[src/rtl/hazard_ctrl.sv]
// hazard_ctrl -- pipeline hazard controller for the 5-stage core.
//
// Sequences the PC and the IF/ID, ID/EX, EX/MEM and MEM/WB pipeline
// registers around four events. It handles the hazards that forwarding
// cannot resolve:
//   - load-use: a one-cycle stall, with a bubble injected into ID/EX;
//   - taken branch: IF/ID and ID/EX are flushed;
//   - multi-cycle data-memory access: the front of the pipe is frozen and
//     bubbles are fed into MEM/WB;
//   - halt: everything is frozen until reset.
//
// Optional build macro: HAZ_PERF_EN. It adds saturating stall and flush
// performance counters.
//
// Ports:
//   clk, rst_n         core clock; synchronous active-low reset.
//                      All outputs are forced to 0 while rst_n is low.
//   if_id_rs/rt        source registers of the instruction in ID.
//   if_id_use_rs/rt    the ID instruction actually reads rs/rt.
//   id_ex_rd           destination register of the instruction in EX.
//   id_ex_memrd        the EX instruction is a load.
//   branch_taken       EX resolved a taken branch/jump this cycle.
//   ex_mem_memop       the MEM instruction accesses data memory.
//   dmem_rdy           data memory completes its access this cycle.
//   mem_wb_halt        a halt instruction is in WB.
//   stall_*            hold the PC or the named pipeline register.
//   bubble_id_ex       load a NOP into ID/EX.
//   bubble_mem_wb      load a NOP into MEM/WB.
//   flush_if_id        clear IF/ID to a NOP.
//   flush_id_ex        clear ID/EX to a NOP.
//   halted             the core is halted.
//   perf_stall_cnt     (HAZ_PERF_EN only) cycles with stall_pc high,
//                      not counting cycles spent in HALT.
//   perf_flush_cnt     (HAZ_PERF_EN only) cycles with flush_if_id high.
module hazard_ctrl #(
  parameter int REG_W = 4,
  parameter int CNT_W = 16
) (
  input  logic             clk,
  input  logic             rst_n,
  input  logic [REG_W-1:0] if_id_rs,
  input  logic [REG_W-1:0] if_id_rt,
  input  logic             if_id_use_rs,
  input  logic             if_id_use_rt,
  input  logic [REG_W-1:0] id_ex_rd,
  input  logic             id_ex_memrd,
  input  logic             branch_taken,
  input  logic             ex_mem_memop,
  input  logic             dmem_rdy,
  input  logic             mem_wb_halt,
  output logic             stall_pc,
  output logic             stall_if_id,
  output logic             stall_id_ex,
  output logic             stall_ex_mem,
  output logic             bubble_id_ex,
  output logic             bubble_mem_wb,
  output logic             flush_if_id,
  output logic             flush_id_ex,
  output logic             halted
`ifdef HAZ_PERF_EN
  ,
  output logic [CNT_W-1:0] perf_stall_cnt,
  output logic [CNT_W-1:0] perf_flush_cnt
`endif
);

  typedef enum logic [1:0] {
    S_RUN,
    S_MEMWAIT,
    S_HALT
  } state_t;

  state_t state_q, state_d;
  logic   pend_flush_q, pend_flush_d;
  logic   memwait;
  logic   lduse;

  always_comb begin
    memwait = ex_mem_memop & ~dmem_rdy;
    lduse   = id_ex_memrd & (id_ex_rd != '0) &
              ((if_id_use_rs & (id_ex_rd == if_id_rs)) |
               (if_id_use_rt & (id_ex_rd == if_id_rt)));
  end

  always_comb begin
    state_d       = state_q;
    pend_flush_d  = pend_flush_q;
    stall_pc      = 1'b0;
    stall_if_id   = 1'b0;
    stall_id_ex   = 1'b0;
    stall_ex_mem  = 1'b0;
    bubble_id_ex  = 1'b0;
    bubble_mem_wb = 1'b0;
    flush_if_id   = 1'b0;
    flush_id_ex   = 1'b0;
    halted        = 1'b0;

    case (state_q)
      S_HALT: begin
        halted       = 1'b1;
        stall_pc     = 1'b1;
        stall_if_id  = 1'b1;
        stall_id_ex  = 1'b1;
        stall_ex_mem = 1'b1;
      end
      default: begin
        // RUN and MEMWAIT share one decision tree. A MEMWAIT cycle with
        // dmem_rdy=1 is the release cycle and behaves exactly like a RUN
        // cycle without memwait, which is also where a deferred flush
        // finally takes effect.
        if (memwait) begin
          stall_pc      = 1'b1;
          stall_if_id   = 1'b1;
          stall_id_ex   = 1'b1;
          stall_ex_mem  = 1'b1;
          bubble_mem_wb = 1'b1;
          state_d       = S_MEMWAIT;
          // The branch is held in EX, so its flush has to wait for release.
          pend_flush_d  = pend_flush_q | branch_taken;
        end else begin
          state_d      = S_RUN;
          pend_flush_d = 1'b0;
          if (pend_flush_q | branch_taken) begin
            // The flush also discards the ID instruction, so any load-use
            // hazard it had no longer matters.
            flush_if_id = 1'b1;
            flush_id_ex = 1'b1;
          end else if (lduse) begin
            stall_pc     = 1'b1;
            stall_if_id  = 1'b1;
            bubble_id_ex = 1'b1;
          end
        end
        if (mem_wb_halt) begin
          state_d = S_HALT;
        end
      end
    endcase

    if (!rst_n) begin
      stall_pc      = 1'b0;
      stall_if_id   = 1'b0;
      stall_id_ex   = 1'b0;
      stall_ex_mem  = 1'b0;
      bubble_id_ex  = 1'b0;
      bubble_mem_wb = 1'b0;
      flush_if_id   = 1'b0;
      flush_id_ex   = 1'b0;
      halted        = 1'b0;
    end
  end

  always_ff @(posedge clk) begin
    if (!rst_n) begin
      state_q      <= S_RUN;
      pend_flush_q <= 1'b0;
    end else begin
      state_q      <= state_d;
      pend_flush_q <= pend_flush_d;
    end
  end

`ifdef HAZ_PERF_EN
  logic [CNT_W-1:0] stall_cnt_q, stall_cnt_d;
  logic [CNT_W-1:0] flush_cnt_q, flush_cnt_d;

  // Both counters saturate at all-ones instead of wrapping.
  always_comb begin
    stall_cnt_d = stall_cnt_q;
    flush_cnt_d = flush_cnt_q;
    if (stall_pc && (state_q != S_HALT) && (stall_cnt_q != '1)) begin
      stall_cnt_d = stall_cnt_q + 1'b1;
    end
    if (flush_if_id && (flush_cnt_q != '1)) begin
      flush_cnt_d = flush_cnt_q + 1'b1;
    end
  end

  always_ff @(posedge clk) begin
    if (!rst_n) begin
      stall_cnt_q <= '0;
      flush_cnt_q <= '0;
    end else begin
      stall_cnt_q <= stall_cnt_d;
      flush_cnt_q <= flush_cnt_d;
    end
  end

  assign perf_stall_cnt = stall_cnt_q;
  assign perf_flush_cnt = flush_cnt_q;
`else
  // Without the counters, the controller state alone defines behaviour.
`endif

endmodule

[config.mk]
export PLATFORM = sky130hd
export DESIGN_NAME = hazard_ctrl
export DESIGN_NICKNAME = d
export VERILOG_FILES = /design/src/rtl/hazard_ctrl.sv
export SDC_FILE = /design/constraint.sdc
export NUM_CORES = 1
export LEC_CHECK = 0
export ABC_AREA = 1
export CORE_AREA = 4 4 41 43
export CTS_BUF_LIST = sky130_fd_sc_hd__clkbuf_4
export CTS_CLUSTER_SIZE = 40
export DETAILED_ROUTE_END_ITERATION = 6
export DIE_AREA = 0 0 45 47
export PLACE_DENSITY = 0.73
export SLEW_MARGIN = 0
export SYNTH_ARGS = -nofsm -noshare
export SYNTH_HDL_FRONTEND = slang
export SYNTH_SLANG_ARGS = --single-unit
[constraint.sdc]
create_clock -name clk -period 1.9 [get_ports clk]
set_input_delay 0.285 -clock clk [delete_from_list [all_inputs] [get_ports clk]]
set_output_delay 0.285 -clock clk [all_outputs]
set_load 0.005 [all_outputs]
# Word-level counts from Yosys, hierarchy flattened
# Index checks and enable logic that the tools add are counted.
[word_totals]
inputBits = 21
ff_bits = 3
[classes]
n_reduce_logical = 1
n_bitwise = 8
eq_ne = 3
n_mux = 22
[ops]
columns = ["cell", "count"]
rows = [
  ["$mux 1", 21],
  ["$eq 4x4->1", 2],
  ["$and 1x1->1", 5],
  ["$reduce_bool 4->1", 1],
  ["$eq 2x2->1 const B", 1],
  ["$mux 2", 1],
  ["$or 1x1->1", 2],
  ["$not 1->1", 1],
]

# Longest topological paths before layout
[logic_depth]
word_depth = 9
depth_mapped = 9
ltp_nobuf = 8

# Worst setup path before layout
# No wires, ideal clock.
[synth_path]
kind = "register to output"
start = "register state_q[1]"
end = "output port stall_pc"
arrival_time_ps = 982
required_ps = 1615
stages_incl_launch_ff = 10
setup_slack_ps = 633
path_cell_list = "dfxtp_1 -> inv_1 -> nor2_4 -> inv_2 -> nand2_2 -> inv_1 -> nor2_2 -> inv_1 -> nand2_1 -> buf_4"
[synth_between]
elab_chain_len = 3
[synth_rtl]
columns = ["element", "line", "rtl"]
rows = [
  ["start, declared", "73", "state_t state_q, state_d;"],
  ["start signal, assigned", "158", "state_q <= state_d;"],
  ["$eq 2x2->1", "-", ""],
  ["$mux 1 (2 in a row)", "-", ""],
  ["end, declared", "51", "output logic stall_pc,"],
]
# Every way passes these cells.

# Worst setup path after layout
[layout_path]
start = "input port rst_n"
end = "output port halted"
[layout_between]
elab_chain_len = 1
[layout_rtl]
columns = ["element", "line", "rtl"]
rows = [
  ["start, declared", "40", "input logic rst_n,"],
  ["$mux 1", "140", "if (!rst_n) begin"],
  ["end, declared", "59", "output logic halted"],
]
# Every way passes these cells.

==> metrics.csv <==
stage,metric,value,unit
outcome,status,"complete, no violations",
job,MaxCap Viol Count,0,
clock_tree,Hold Buf Count CTS,0,
place,Inst Count DP,111,
worst_setup_path,CP top delay family,buffers and inverters,
worst_setup_path,Crit. Startpoint,rst_n,
worst_setup_path,Critical Path RT,1.62,ns
clock_tree,Worst-Skew Late Latency,0.24,ns
timing,Worst Max-Slew Pin Slew,0.227,ns
finish,Util after Layout,52.4,%
floorplanning,die width,45,µm
drt,Antenna Nets Post-Route,0,
logic_synthesis,Synth Flop Type,dfxtp_1,
worst_setup_path,crit-path cells,"clkdlybuf4s50_1, inv_1, nor2_1, clkdlybuf4s50_1",
drt,Avg WL per Cell,8.27,µm
worst_hold_path,start point of the worst hold path,pend_flush_q$_SDFFE_PN0N_,
grt,vias in the first global route,464,
logic_synthesis,yosys warns,0,
clock_tree,Clock H-tree levels,1,
finish,Non-Filler Instances,115,
pwr,Peak VDD IR,0.160,mV
drt,drt drc,0,
finish,Antenna Cells,0,
pwr,LEAKAGE,0.000399,µW
floorplanning,Die Y,47,µm
drt,vias,478,
clock_tree,root buf cell,clkbuf_4,
clock_tree,Clock Path Buffers,2,
timing,final worst slack,0.106,ns
timing,Rel. slew slack,84.7,%
worst_setup_path,Crit path arrival time,1.51,ns
finish,area growth from synthesis to layout,94.0,%
timing,final setup violation count,0,
timing,endpoints failing hold,0,
worst_setup_path,Bufs and invs on worst path,3,
finish,share of post-route cells with drive strength above 1,17.0,%
place,GPL Wtd Cong,0.702,
timing,hold_ws,0.503,ns
worst_setup_path,FF-to-FF Start,state_q[1]$_SDFFE_PN0N_,
timing,RSZ-0062 raised after global routing,false,
drt,drt total wl,951,µm
grt,largest net degree at the start of global routing,6,
floorplanning,Initial Util,27.0,%
timing,Setup TNS,0,ns
grt,Tot GR Track Use,10.2,%
timing,minimum clock period,1.79,ns
floorplanning,io pins,30,
logic_synthesis,Post-synth EDFFs,0,
clock_tree,Sink Count,3,
floorplanning,# rows,13,
place,PortBufs,29,
logic_synthesis,ys async rst share,0,%
logic_synthesis,sequential area share after synthesis,17.1,%
clock_tree,CTS tree,built,
floorplanning,Core Region,1300,µm²
finish,final net count,122,
floorplanning,die area,2120,µm²
drt,Iteration-0 DRC Markers,4,
worst_setup_path,critical path class,in -> out,
worst_setup_path,kind of end point of the critical path,output port,
worst_setup_path,"slowest stage delay, CP",0.50,ns
timing,Clock Skew,0.000909,ns
clock_tree,total CTS buffers,3,
logic_synthesis,Avg Inst Size Synth,5.25,µm²
grt,initial antenna violation count,0,
place,HPWL after DPL,844,µm
worst_setup_path,Critical Path Start Type,input port,
drt,Initial DRT Pass Iterations,4,
logic_synthesis,Synth Instances,67,
worst_setup_path,CP Max Fanout,5,
place,dpl ws,-0.268,ns
logic_synthesis,syn_nets,88,
timing,Tcrit/Tclk final,94.4,%
logic_synthesis,mapped cell area,352,µm²
logic_synthesis,Yosys cell types,15,
logic_synthesis,"FF+latch count, synth",3,
timing,Max Fclk,557,MHz
worst_setup_path,"slowest stage cell, crit path",clkdlybuf4s50_1,
grt,total grt overflow,0,
timing,"Slew Viols, Final",0,
clock_tree,clk slew on worst S/H paths,0.04,ns
grt,first-pass GRT wire length,1540,µm
clock_tree,Post-CTS Setup Bufs,0,
worst_hold_path,Hold Crit Class,reg -> reg,
worst_setup_path,most frequent CP cell,clkdlybuf4s50_1,
drt,routed vias/inst,4.16,
pwr,Power per Cell Area,460,nW/µm²
## worst min-delay path, delay by kind of cell, from the launching register on
kind	cells	cell delay (ns)
flops	1	0.31
simple gates	2	0.15
## per-layer routing
layer / share of wire (%) / GRT usage (%)
met2: 48 / 18.4
met1: 37 / 9.73
met3: 13 / 1.53
met5: 0 / 0
met4: 1.8 / 9.94
## per-stage QoR
stage | area (µm²) | total power [µW]
floorplan | 352 | 120
global placement | 661 | 193
detailed placement | 661 | 194
CTS | 681 | 324
global route | 682 | 339
finish | 682 | 314
## layout make-up
cell class | instances | area, µm²
Clock buffer | 4 | 30.0
Sequential cell | 3 | 60.1
Fill cell | 147 | 619
Inverter | 14 | 52.6
Timing Repair Buffer | 32 | 304
Multi-Input combinational cell | 47 | 216
Tap cell | 15 | 18.8
## state kept, by name, summed over array words and instances, names as in the netlist
signal	flops
pend_flush_q	1
state_q	2
## report_power, final
group / switching [µW] / internal, µW
Sequential: 1.37 / 66.5
Clock: 36.4 / 93.1
Combinational: 47.0 / 69.4
## cell usage in the layout, fill, tap and decap left out
cell type and instances:
inv_2 3, a31oi_1 1, inv_1 11, nand2_1 19, nand2_2 2, dlymetal6s2s_1 3, o21ai_0 1, nor2_2 2
dlygate4sd2_1 5, nor3_1 2, clkbuf_4 4, clkdlybuf4s15_1 1, nand3_1 3, clkdlybuf4s50_1 18, nor4_1 1, buf_4 3
dfxtp_1 3, nor2_4 1, clkbuf_2 2, xnor2_1 2, nor2_1 13
## cells by family after synthesis
kind of cell | after synthesis | share of synthesized area [%]
and+or+nand+nor | 43 | 53.4
buffers and inverters | 17 | 21.4
DFF | 3 | 17.1
AOI/OAI and AO/OA | 2 | 3.20
xor gates and xnor gates | 2 | 4.98
## what timing repair did
action,CTS,global route
gates cloned,0,0
pin swaps,0,1
setup endpoints to repair,6,5
hold endpoints to repair,0,0
resized for setup,8,9
## worst paths after layout
path	end	slack [ns]	depth (start not counted)
worst max-delay path	halted	0.11	4
worst min register to register	pend_flush_q$_SDFFE_PN0N_	0.50	2
worst min-delay path	pend_flush_q$_SDFFE_PN0N_	0.50	2
worst max register to register	pend_flush_q$_SDFFE_PN0N_	0.96	7
## cell usage after synthesis (2+ instances only)
master   number  area, µm²
inv_1        12       45.0
nor3_1        2       10.0
nand3_1       3       15.0
dfxtp_1       3       60.1
xnor2_1       2       17.5
nor2_2        2       12.5
nand2_2       2       12.5
nand2_1      19       71.3
buf_4         3       22.5
inv_2         2       7.51
nor2_1       13       48.8
Note: power is estimated with default switching activity, not from simulation.
